===== src/rtl/mips_pkg.sv =====
// Shared HI/LO definitions: divider FSM states, step count and the HI/LO
// write-select encoding that the control unit also uses.
package mips_pkg;

  localparam int DIV_STEPS = 32;

  typedef enum logic [1:0] {
    ST_IDLE = 2'd0,
    ST_DIV  = 2'd1,
    ST_FIX  = 2'd2
  } hilo_state_e;

  typedef enum logic [1:0] {
    WSEL_NONE = 2'd0,
    WSEL_MT   = 2'd1,
    WSEL_MUL  = 2'd2,
    WSEL_DIV  = 2'd3
  } hilo_wsel_e;

endpackage


===== src/rtl/hilo_unit_div_step.sv =====
// One restoring-division step on {rem,quo}: shift left, then trial-subtract
// the divisor and keep the difference when it does not go negative.
module div_step #(
  parameter int XLEN = 32
) (
  input  logic [XLEN-1:0] rem_i,
  input  logic [XLEN-1:0] quo_i,
  input  logic [XLEN-1:0] dvsr_i,
  output logic [XLEN-1:0] rem_o,
  output logic [XLEN-1:0] quo_o
);

  logic [XLEN:0] shifted;
  logic [XLEN:0] trial;
  logic          fits;

  always_comb begin
    shifted = {rem_i, quo_i[XLEN-1]};
    // Sign of the XLEN+1-bit difference is the rem < divisor indicator
    trial   = shifted - {1'b0, dvsr_i};
    fits    = ~trial[XLEN];
    rem_o   = fits ? trial[XLEN-1:0] : shifted[XLEN-1:0];
    quo_o   = {quo_i[XLEN-2:0], fits};
  end

endmodule


===== src/rtl/hilo_unit.sv =====
// HI/LO register pair with prioritised MT/MUL writes and a 32-step
// restoring DIV/DIVU engine that stalls the pipeline through busy.
module hilo_unit
  import mips_pkg::*;
#(
  parameter int XLEN = 32
) (
  input  logic              clk,
  input  logic              rst,
  input  logic              start_div,
  input  logic              div_unsigned,
  input  logic [XLEN-1:0]   a,
  input  logic [XLEN-1:0]   b,
  input  logic              mul_we,
  input  logic [2*XLEN-1:0] mul_result,
  input  logic              mthi,
  input  logic              mtlo,
  input  logic [XLEN-1:0]   wdata,
  output logic [XLEN-1:0]   hi,
  output logic [XLEN-1:0]   lo,
  output logic              busy,
  output logic              div_done,
  output logic              div_by_zero
);

  localparam int CNT_W = $clog2(DIV_STEPS);

  hilo_state_e      state_q, state_d;
  hilo_wsel_e       wsel;
  logic [XLEN-1:0]  hi_q, hi_d, lo_q, lo_d;
  logic [XLEN-1:0]  rem_q, rem_d, quo_q, quo_d, dvsr_q, dvsr_d;
  logic [CNT_W-1:0] cnt_q, cnt_d;
  logic             negq_q, negq_d, negr_q, negr_d, skip_q, skip_d;
  logic             done_q, done_d, dbz_q, dbz_d;
  logic [XLEN-1:0]  step_rem, step_quo;
  logic             a_neg, b_neg;

  function automatic logic [XLEN-1:0] neg2(input logic [XLEN-1:0] v);
    return ~v + 1'b1;
  endfunction

  div_step #(.XLEN(XLEN)) u_step (
    .rem_i  (rem_q),
    .quo_i  (quo_q),
    .dvsr_i (dvsr_q),
    .rem_o  (step_rem),
    .quo_o  (step_quo)
  );

  always_ff @(posedge clk or posedge rst) begin
    if (rst) begin
      state_q <= ST_IDLE;
      hi_q    <= '0;
      lo_q    <= '0;
      rem_q   <= '0;
      quo_q   <= '0;
      dvsr_q  <= '0;
      cnt_q   <= '0;
      negq_q  <= 1'b0;
      negr_q  <= 1'b0;
      skip_q  <= 1'b0;
      done_q  <= 1'b0;
      dbz_q   <= 1'b0;
    end else begin
      state_q <= state_d;
      hi_q    <= hi_d;
      lo_q    <= lo_d;
      rem_q   <= rem_d;
      quo_q   <= quo_d;
      dvsr_q  <= dvsr_d;
      cnt_q   <= cnt_d;
      negq_q  <= negq_d;
      negr_q  <= negr_d;
      skip_q  <= skip_d;
      done_q  <= done_d;
      dbz_q   <= dbz_d;
    end
  end

  always_comb begin
    state_d = state_q;
    case (state_q)
      ST_IDLE: if (start_div) state_d = (b == '0) ? ST_FIX : ST_DIV;
      ST_DIV:  if (cnt_q == CNT_W'(DIV_STEPS - 1)) state_d = ST_FIX;
      ST_FIX:  state_d = ST_IDLE;
      default: state_d = ST_IDLE;
    endcase
  end

  always_comb begin
    hi_d   = hi_q;
    lo_d   = lo_q;
    rem_d  = rem_q;
    quo_d  = quo_q;
    dvsr_d = dvsr_q;
    cnt_d  = cnt_q;
    negq_d = negq_q;
    negr_d = negr_q;
    skip_d = skip_q;
    done_d = 1'b0;
    dbz_d  = 1'b0;
    a_neg  = a[XLEN-1] & ~div_unsigned;
    b_neg  = b[XLEN-1] & ~div_unsigned;

    wsel = WSEL_NONE;
    if (state_q == ST_IDLE) begin
      if (start_div)          wsel = WSEL_DIV;
      else if (mul_we)        wsel = WSEL_MUL;
      else if (mthi || mtlo)  wsel = WSEL_MT;
    end

    case (wsel)
      WSEL_DIV: begin
        quo_d  = a_neg ? neg2(a) : a;
        dvsr_d = b_neg ? neg2(b) : b;
        rem_d  = '0;
        cnt_d  = '0;
        negq_d = a_neg ^ b_neg;
        negr_d = a_neg;
        skip_d = (b == '0);
      end
      WSEL_MUL: {hi_d, lo_d} = mul_result;
      WSEL_MT: begin
        if (mthi) hi_d = wdata;
        if (mtlo) lo_d = wdata;
      end
      default: ;
    endcase

    case (state_q)
      ST_DIV: begin
        rem_d = step_rem;
        quo_d = step_quo;
        cnt_d = cnt_q + 1'b1;
      end
      ST_FIX: begin
        // A zero divisor reaches FIX without computing anything, so HI/LO hold
        if (!skip_q) begin
          lo_d = negq_q ? neg2(quo_q) : quo_q;
          hi_d = negr_q ? neg2(rem_q) : rem_q;
        end
        done_d = 1'b1;
        dbz_d  = skip_q;
      end
      default: ;
    endcase
  end

  always_comb begin
    busy        = (state_q != ST_IDLE);
    div_done    = done_q;
    div_by_zero = dbz_q;
    hi          = hi_q;
    lo          = lo_q;
  end

endmodule


===== config.mk =====
export PLATFORM = sky130hd
export DESIGN_NAME = hilo_unit
export DESIGN_NICKNAME = d
export VERILOG_FILES = /design/src/rtl/mips_pkg.sv /design/src/rtl/hilo_unit_div_step.sv /design/src/rtl/hilo_unit.sv
export SDC_FILE = /design/constraint.sdc
export NUM_CORES = 1
export LEC_CHECK = 0
export BUFFER_PORTS_ARGS = -buffer_cell sky130_fd_sc_hd__buf_4
export CAP_MARGIN = 20
export CORE_ASPECT_RATIO = 0.6
export CORE_MARGIN = 8
export CORE_UTILIZATION = 50
export DETAILED_ROUTE_END_ITERATION = 8
export GPL_ROUTABILITY_DRIVEN = 0
export PLACE_DENSITY = 0.69
export SLEW_MARGIN = 15
export SYNTH_ARGS = -nofsm -noshare
export SYNTH_HDL_FRONTEND = slang
export SYNTH_SLANG_ARGS = --single-unit

===== constraint.sdc =====
create_clock -name clk -period 5.5 [get_ports clk]
set_clock_uncertainty 0.1 [all_clocks]
set_input_delay 0 -clock clk [delete_from_list [all_inputs] [get_ports clk]]
set_output_delay 0 -clock clk [all_outputs]
set_load 0.005 [all_outputs]

==> impl_metrics.py, run 1 <==
metrics = {
    "outcome": {
        "status": "complete, but fails checks",
        "violations": "design-rule violations",
    },
    "critical_path": {
        "crit_path_max_fanout": 39,
        "worstSetupStartpoint": "rem_q[8]",
        "startpoint_type": "flip-flop",
        "critPathCaptureType": "flip-flop",
        "crit_type": "reg2reg",
        "worst_ep_required_time_ns": 5.78,
        "arrival_ns": 4.51,
        "r2r-start": "rem_q[8]",
    },
    "clocking": {
        "htree_levels": 4,
        "cts.sinks": 172,
        "cts_setup_buffers": 0,
        "cts_made_buffers": 17,
        "cts_tree": "done",
        "clockBufferDepth": 2,
        "cts_root_buf": "clkbuf_16",
        "clk_pin_slew_ns": 0.06,
        "clk_latency_ns": 0.46,
    },
    "timing": {
        "setup_viol": 0,
        "slew_headroom": 0.188,
        "rsz0062_at_grt": "no",
        "setup_tns_ns": 0,
        "fmax_mhz": 237,
        "fin_crit_ns": 4.22,
        "slew_viol_final": 0,
        "period_share": 0.768,
        "hold_viol_final": 0,
        "worst_slew_pin_slew_ns": 1.22,
    },
    "routing": {
        "antenna_left": 0,
        "via_count": 14700,
        "routedWlPerCell_um": 22.5,
        "drtIter0Drc": 2188,
        "drc_errors": 8,
        "totalWireLength_mm": 53.0,
        "firstDrtPassIters": 9,
        "via_per_inst": 6.26,
    },
    "global_route": {
        "grt_pass1_wl_mm": 81.1,
        "grt_max_degree": 108,
        "busiest_layer": "met1",
        "met3_usage": 0.0910,
        "grtUsageTotal": 0.313,
        "use_met1": 0.457,
        "antenna_found_initial": 0,
        "overflow": 0,
        "grt_pass1_vias": 13600,
        "use_met2": 0.449,
    },
    "min_path": {
        "holdCritStartpoint": "a[1]",
        "min_path_type": "in2reg",
    },
    "pwr": {
        "total_power_w": 0.0102,
        "power_frac_comb": 0.615,
        "power.density_nw_per_um2": 569,
        "swShare": 0.479,
        "switchingPower_w": 0.00487,
        "pwr-share-clk": 0.124,
        "seqPwrFrac": 0.261,
        "power.internal_w": 0.00530,
        "ir_drop_mv": 0.323,
        "leakage_nw": 7.63,
    },
    "final_layout": {
        "fill_cells": 2152,
        "syn_to_final_growth_pct": 30.9,
        "antenna_cells": 0,
        "layout-drive-gt1-share": 0.178,
        "nets": 2193,
    },
    "floorplan": {
        "core_um2": 26600,
        "initial_utilization": 0.512,
        "die_x_um": 229,
        "pin_count": 234,
        "die-area_um2": 33000,
        "die_h_um": 144,
        "row_count": 46,
    },
    "flow_run": {
        "max-cap-violations": 0,
    },
    "synth": {
        "yosys-top-cells-count": "dfrtp_1 (172), a21oi_1 (152), nor2_1 (148)",
        "synthTopCellsByArea": "dfrtp_1 (32%), a21oi_1 (5.6%), mux2_2 (4.5%), xor2_1 (4.4%), xnor2_1 (4.1%)",
        "synth_cells": 1665,
        "synth_edf_count": 0,
        "ys.flop_type": "dfrtp_1",
        "synth_async_sr_flop_share": 1.00,
        "synth_fp_nets": 1874,
        "synth_top_area_cell": "dfrtp_1",
        "synth-seq-area-share": 0.315,
        "synth_top_cell_area_share": 0.315,
        "syn_area_um2": 13700,
        "syn_avg_cell_area_um2": 8.20,
        "synth_cell_types": 66,
        "yosysWarnings": 0,
        "synth_seq_cells": 172,
        "yosysMostFrequentCell": "dfrtp_1",
    },
    "placed_design": {
        "portBuffers": 233,
        "dp_hpwl_mm": 38.3,
    },
}
==> power groups by stage <==
stage | registers (W) | logic, W | clock network (W)
CTS | 0.00261 | 0.00608 | 0.00126
floorplan | 0.00232 | 0.00428 | 0
finish | 0.00265 | 0.00626 | 0.00126
global placement | 0.00259 | 0.00576 | 0
global route | 0.00271 | 0.00678 | 0.00132
detailed placement | 0.00262 | 0.00589 | 0
==> kinds of logic after synthesis <==
logic type / Yosys count / synth area share
muxes: 87 / 0.0688
AOI/OAI and AO/OA: 475 / 0.227
xor gates and xnor gates: 133 / 0.0853
and+or+nand+nor: 580 / 0.215
buffers and inverters: 176 / 0.0495
DFF: 172 / 0.315
adders and majority gates: 42 / 0.0390
==> worst paths after layout <==
path / endpoint / slack, ns / depth (start not counted)
max: rem_q[10] / 1.28 / 10
min: quo_q[1] / 0.004 / 5
max reg2reg: rem_q[10] / 1.28 / 10
min reg2reg: cnt_q[3] / 0.38 / 1
max in group asynchronous: hi[15] / 3.89 / 4
min in group asynchronous: dvsr_q[30] / 0.11 / 3
==> layer usage <==
metal  wire [µm]  part of all wire
met1       23500              0.44
met2       22200              0.42
met3        6460              0.12
met4         946             0.018
met5           0                 0
==> timing repair <==
action,4_1_cts,5_1_grt
hold buffers,170,0
resized for setup,0,0
endpoints found under the hold margin,206,0
setup endpoints to repair,0,0
==> flip-flops by register name, indices dropped and copies added (netlist names) <==
| signal | cells |
|---|---|
| cnt_q | 5 |
| div_by_zero | 1 |
| div_done | 1 |
| dvsr_q | 32 |
| hi | 32 |
| lo | 32 |
| negq_q | 1 |
| negr_q | 1 |
| quo_q | 32 |
| rem_q | 32 |
| skip_q | 1 |
| state_q | 2 |
==> area by class of cell <==
class                      count  area (µm²)  share of cell area
clock buffer                  24         502              0.0281
inverter                      53         204              0.0114
timing repair buffer         423        3610               0.202
clock inverter                 6        85.1             0.00476
tap                          360         450              0.0252
multi-input combinational   1317        8720               0.488
sequential                   172        4300               0.241
==> placed cells by master (no fill, tap or decap), types with 12 or more instances in the layout <==
| master | n |
|---|---|
| buf_4 | 252 |
| dfrtp_1 | 172 |
| dlygate4sd3_1 | 170 |
| a21oi_1 | 152 |
| nor2_1 | 147 |
| nand2_1 | 147 |
| o21ai_0 | 97 |
| xor2_1 | 69 |
| xnor2_1 | 64 |
| mux2_2 | 55 |
| inv_1 | 51 |
| nand3_1 | 48 |
| ha_1 | 39 |
| a222oi_1 | 38 |
| nor3_1 | 33 |
| o31ai_1 | 32 |
| nand3b_1 | 32 |
| mux2i_1 | 32 |
| a211oi_1 | 30 |
| a22oi_1 | 26 |
| nor4_1 | 24 |
| nor2b_1 | 22 |
| nand2b_1 | 20 |
| nand4_1 | 19 |
| or3_1 | 17 |
| clkbuf_16 | 17 |
| o41ai_1 | 14 |
| a21o_1 | 14 |
| or4_1 | 13 |
| o21a_1 | 12 |
==> worst max-delay path, stage by stage (launching register included) <==
cell,delay [ns]
dfrtp_1,0.48
ha_1,0.42
a21oi_1,0.17
o21ai_0,0.17
a32oi_1,0.53
a211oi_1,0.24
o211a_1,0.37
or3_2,0.73
buf_12,0.28
or4_1,0.54
nand4_1,0.10
==> per-stage QoR <==
step | cell area [µm²] | util | hold WS (ns) | worst slack (ns) | cells
final | 17900 | 0.671 | 0.00395 | 1.28 | 2355
after global placement | 15600 | 0.584 | 0.0637 | 1.13 | 2153
after floorplan | 13700 | - | 0.0429 | 0.740 | 1665
after detailed placement | 15600 | 0.584 | 0.0629 | 0.976 | 2153
after CTS | 17800 | 0.670 | 0.00346 | 0.948 | 2353
after global routing | 17900 | 0.671 | 0.0229 | 1.17 | 2355
Power figures use the tool's default switching activity.
==> inputs of run 2 (changes only) <==
Clock period 5.5 ns to 4.19 ns, I/O delays scaled along.
==> run 2 against run 1 <==
  * The run now ends clean
  * Clock power is 49% higher
  * Core utilization rose by 0.69 points
  * Highest routed layer is now met5
  * Combinational power grew 32%
  * Wire length rose by 1.3%
  * Setup slack got worse by 1.0 ns
  * Flip-flop and latch count is the same
  * Final cell count is 0.42% higher
  * Register-to-register slack got worse by 1.0 ns
  * Critical path type unchanged
  * Die area unchanged
==> impl_metrics.py, run 2 (same netlist as run 1, synthesis figures left out) <==
metrics = {
    "timing": {
        "fmax_mhz": 256,
        "setup_viol": 0,
        "setup_tns_ns": 0,
        "rsz0062_at_grt": "no",
        "slew_headroom": 0.248,
        "slew_viol_final": 0,
        "worst_slew_pin_slew_ns": 1.13,
        "period_share": 0.933,
        "fin_crit_ns": 3.91,
        "hold_viol_final": 0,
    },
    "min_path": {
        "min_path_type": "in2reg",
        "hold_depth": 5,
    },
    "floorplan": {
        "row_count": 46,
        "core_um2": 26600,
        "die_h_um": 144,
        "die_x_um": 229,
        "die-area_um2": 33000,
        "initial_utilization": 0.512,
        "pin_count": 234,
    },
    "critical_path": {
        "startpoint_type": "flip-flop",
        "r2r_cells": 10,
        "r2r-start": "state_q[1]",
        "r2r_end": "hi[9]",
        "cp.depth": 10,
        "worstSetupStartpoint": "state_q[1]",
        "crit_path_max_incr_delay_ns": 0.70,
        "crit_family": "buffers and inverters",
        "crit_type": "reg2reg",
        "crit_path_max_fanout": 38,
        "cp_common_cell": "nor2_1",
        "cp-endpoint": "hi[9]",
        "arrival_ns": 4.10,
        "crit_slowest_cell": "ha_2",
        "worst_ep_required_time_ns": 4.38,
        "critPathCaptureType": "flip-flop",
        "rrSetupSlack_ns": 0.28,
        "worstPathCellList": "nor2_1 > inv_1 > nor2_1 > ha_2 > buf_4 > nor2_1 > a22o_1 > a222oi_1 > dlygate4sd3_1 > a21oi_1",
        "crit_buf_inv": 3,
    },
    "routing": {
        "via_count": 15000,
        "totalWireLength_mm": 53.7,
        "routedWlPerCell_um": 22.7,
        "firstDrtPassIters": 9,
        "drtIter0Drc": 2105,
        "drc_errors": 0,
        "via_per_inst": 6.34,
        "antenna_left": 0,
    },
    "global_route": {
        "grt_max_degree": 116,
        "grt_pass1_wl_mm": 82.9,
        "overflow": 0,
        "grt_pass1_vias": 13900,
        "grtUsageTotal": 0.320,
        "antenna_found_initial": 3,
    },
    "clocking": {
        "cts_made_buffers": 17,
        "clk_pin_slew_ns": 0.07,
        "cts_tree": "done",
        "clockBufferDepth": 2,
        "cts.sinks": 172,
        "cts_root_buf": "clkbuf_16",
        "clk_latency_ns": 0.45,
        "htree_levels": 4,
        "post_cts_resized": 0,
    },
    "final_layout": {
        "final_common_cell": "buf_4",
        "antenna_cells": 0,
        "nets": 2201,
        "syn_to_final_growth_pct": 32.3,
        "finalNonFillerCells": 2365,
        "layout-drive-gt1-share": 0.185,
        "mostFrequentLayoutCells": "buf_4 (259), dfrtp_1 (171), dlygate4sd3_1 (168)",
    },
    "pwr": {
        "leakage_nw": 7.71,
        "power.density_nw_per_um2": 759,
        "ir_drop_mv": 0.339,
    },
    "outcome": {
        "status": "complete, no violations",
    },
    "placed_design": {
        "portBuffers": 233,
        "dp_cells": 2165,
        "dp_hpwl_mm": 39.1,
    },
    "flow_run": {
        "max-cap-violations": 0,
    },
}
[run 2: cell types whose count changed in the layout (fill, tap and decap cells not counted)]
cell / before / now
clkinv_2: 2 / 0
buf_4: 252 / 259
clkbuf_8: 5 / 1
clkbuf_1: 2 / 1
clkinvlp_4: 2 / 5
dfrtp_1: 172 / 171
bufinv_16: 2 / 6
inv_6: 1 / 2
clkinv_4: 0 / 1
dfrtp_2: 0 / 1
buf_12: 1 / 4
dlygate4sd3_1: 170 / 168
[run 2: per-stage QoR]
| stage | util | instance area [µm²] | power, W | hold slack (ns) | setup WS, ns |
|---|---|---|---|---|---|
| floorplan | - | 13700 | 0.00867 | 0.0429 | 0.689 |
| global placement | 0.589 | 15700 | 0.0111 | 0.0531 | 0.485 |
| detailed placement | 0.589 | 15700 | 0.0113 | 0.0528 | 0.379 |
| CTS | 0.678 | 18100 | 0.0134 | 0.00806 | 0.371 |
| global route | 0.678 | 18100 | 0.0146 | 0.0474 | 0.0731 |
| finish | 0.678 | 18100 | 0.0137 | 0.0214 | 0.281 |
[run 2: routing by layer]
layer	vias up	wire, µm	track usage
li1	6763	-	-
met1	7169	23700	0.457
met2	930	21900	0.449
met3	126	6590	0.106
met4	6	1510	0.0976
met5	-	37	0
[run 2: worst min path at each step]
stage	startpoint	endpoint	slack (ns)
after global routing	wdata[15]	hi[15]	0.05
after CTS	wdata[15]	hi[15]	0.008
after detailed placement	rst	lo[2]	0.05
final	mul_result[32]	hi[0]	0.02
after floorplan	b[31]	dvsr_q[31]	0.04
after global placement	rst	lo[2]	0.05
[run 2: report_power, final]
| part | leakage (nW) | switching (W) | internal (W) | total (W) |
|---|---|---|---|---|
| Combinational | 5.20 | 0.00465 | 0.00363 | 0.00829 |
| Sequential | 2.19 | 0.00109 | 0.00245 | 0.00354 |
| Clock | 0.316 | 0.000744 | 0.00114 | 0.00188 |
[run 2: tightest hold or removal path: cells and delay by family]
family / cells / cell delay (ns)
buffers and inverters: 1 / 0.08
AOI/OAI and AO/OA: 3 / 0.31
and+or+nand+nor: 1 / 0.13
[run 2: final cells by class]
| type | instances | area [µm²] |
|---|---|---|
| Clock buffer | 19 | 443 |
| Clock inverter | 13 | 236 |
| Fill cell | 2124 | 8590 |
| Inverter | 53 | 203 |
| Multi-Input combinational cell | 1317 | 8720 |
| Sequential cell | 172 | 4310 |
| Tap cell | 360 | 450 |
| Timing Repair Buffer | 431 | 3710 |
[run 2: what timing repair did]
item                                   in CTS  in global routing
endpoints found under the hold margin     156                  0
hold buffers                              168                  0
buffers inserted                            0                  0
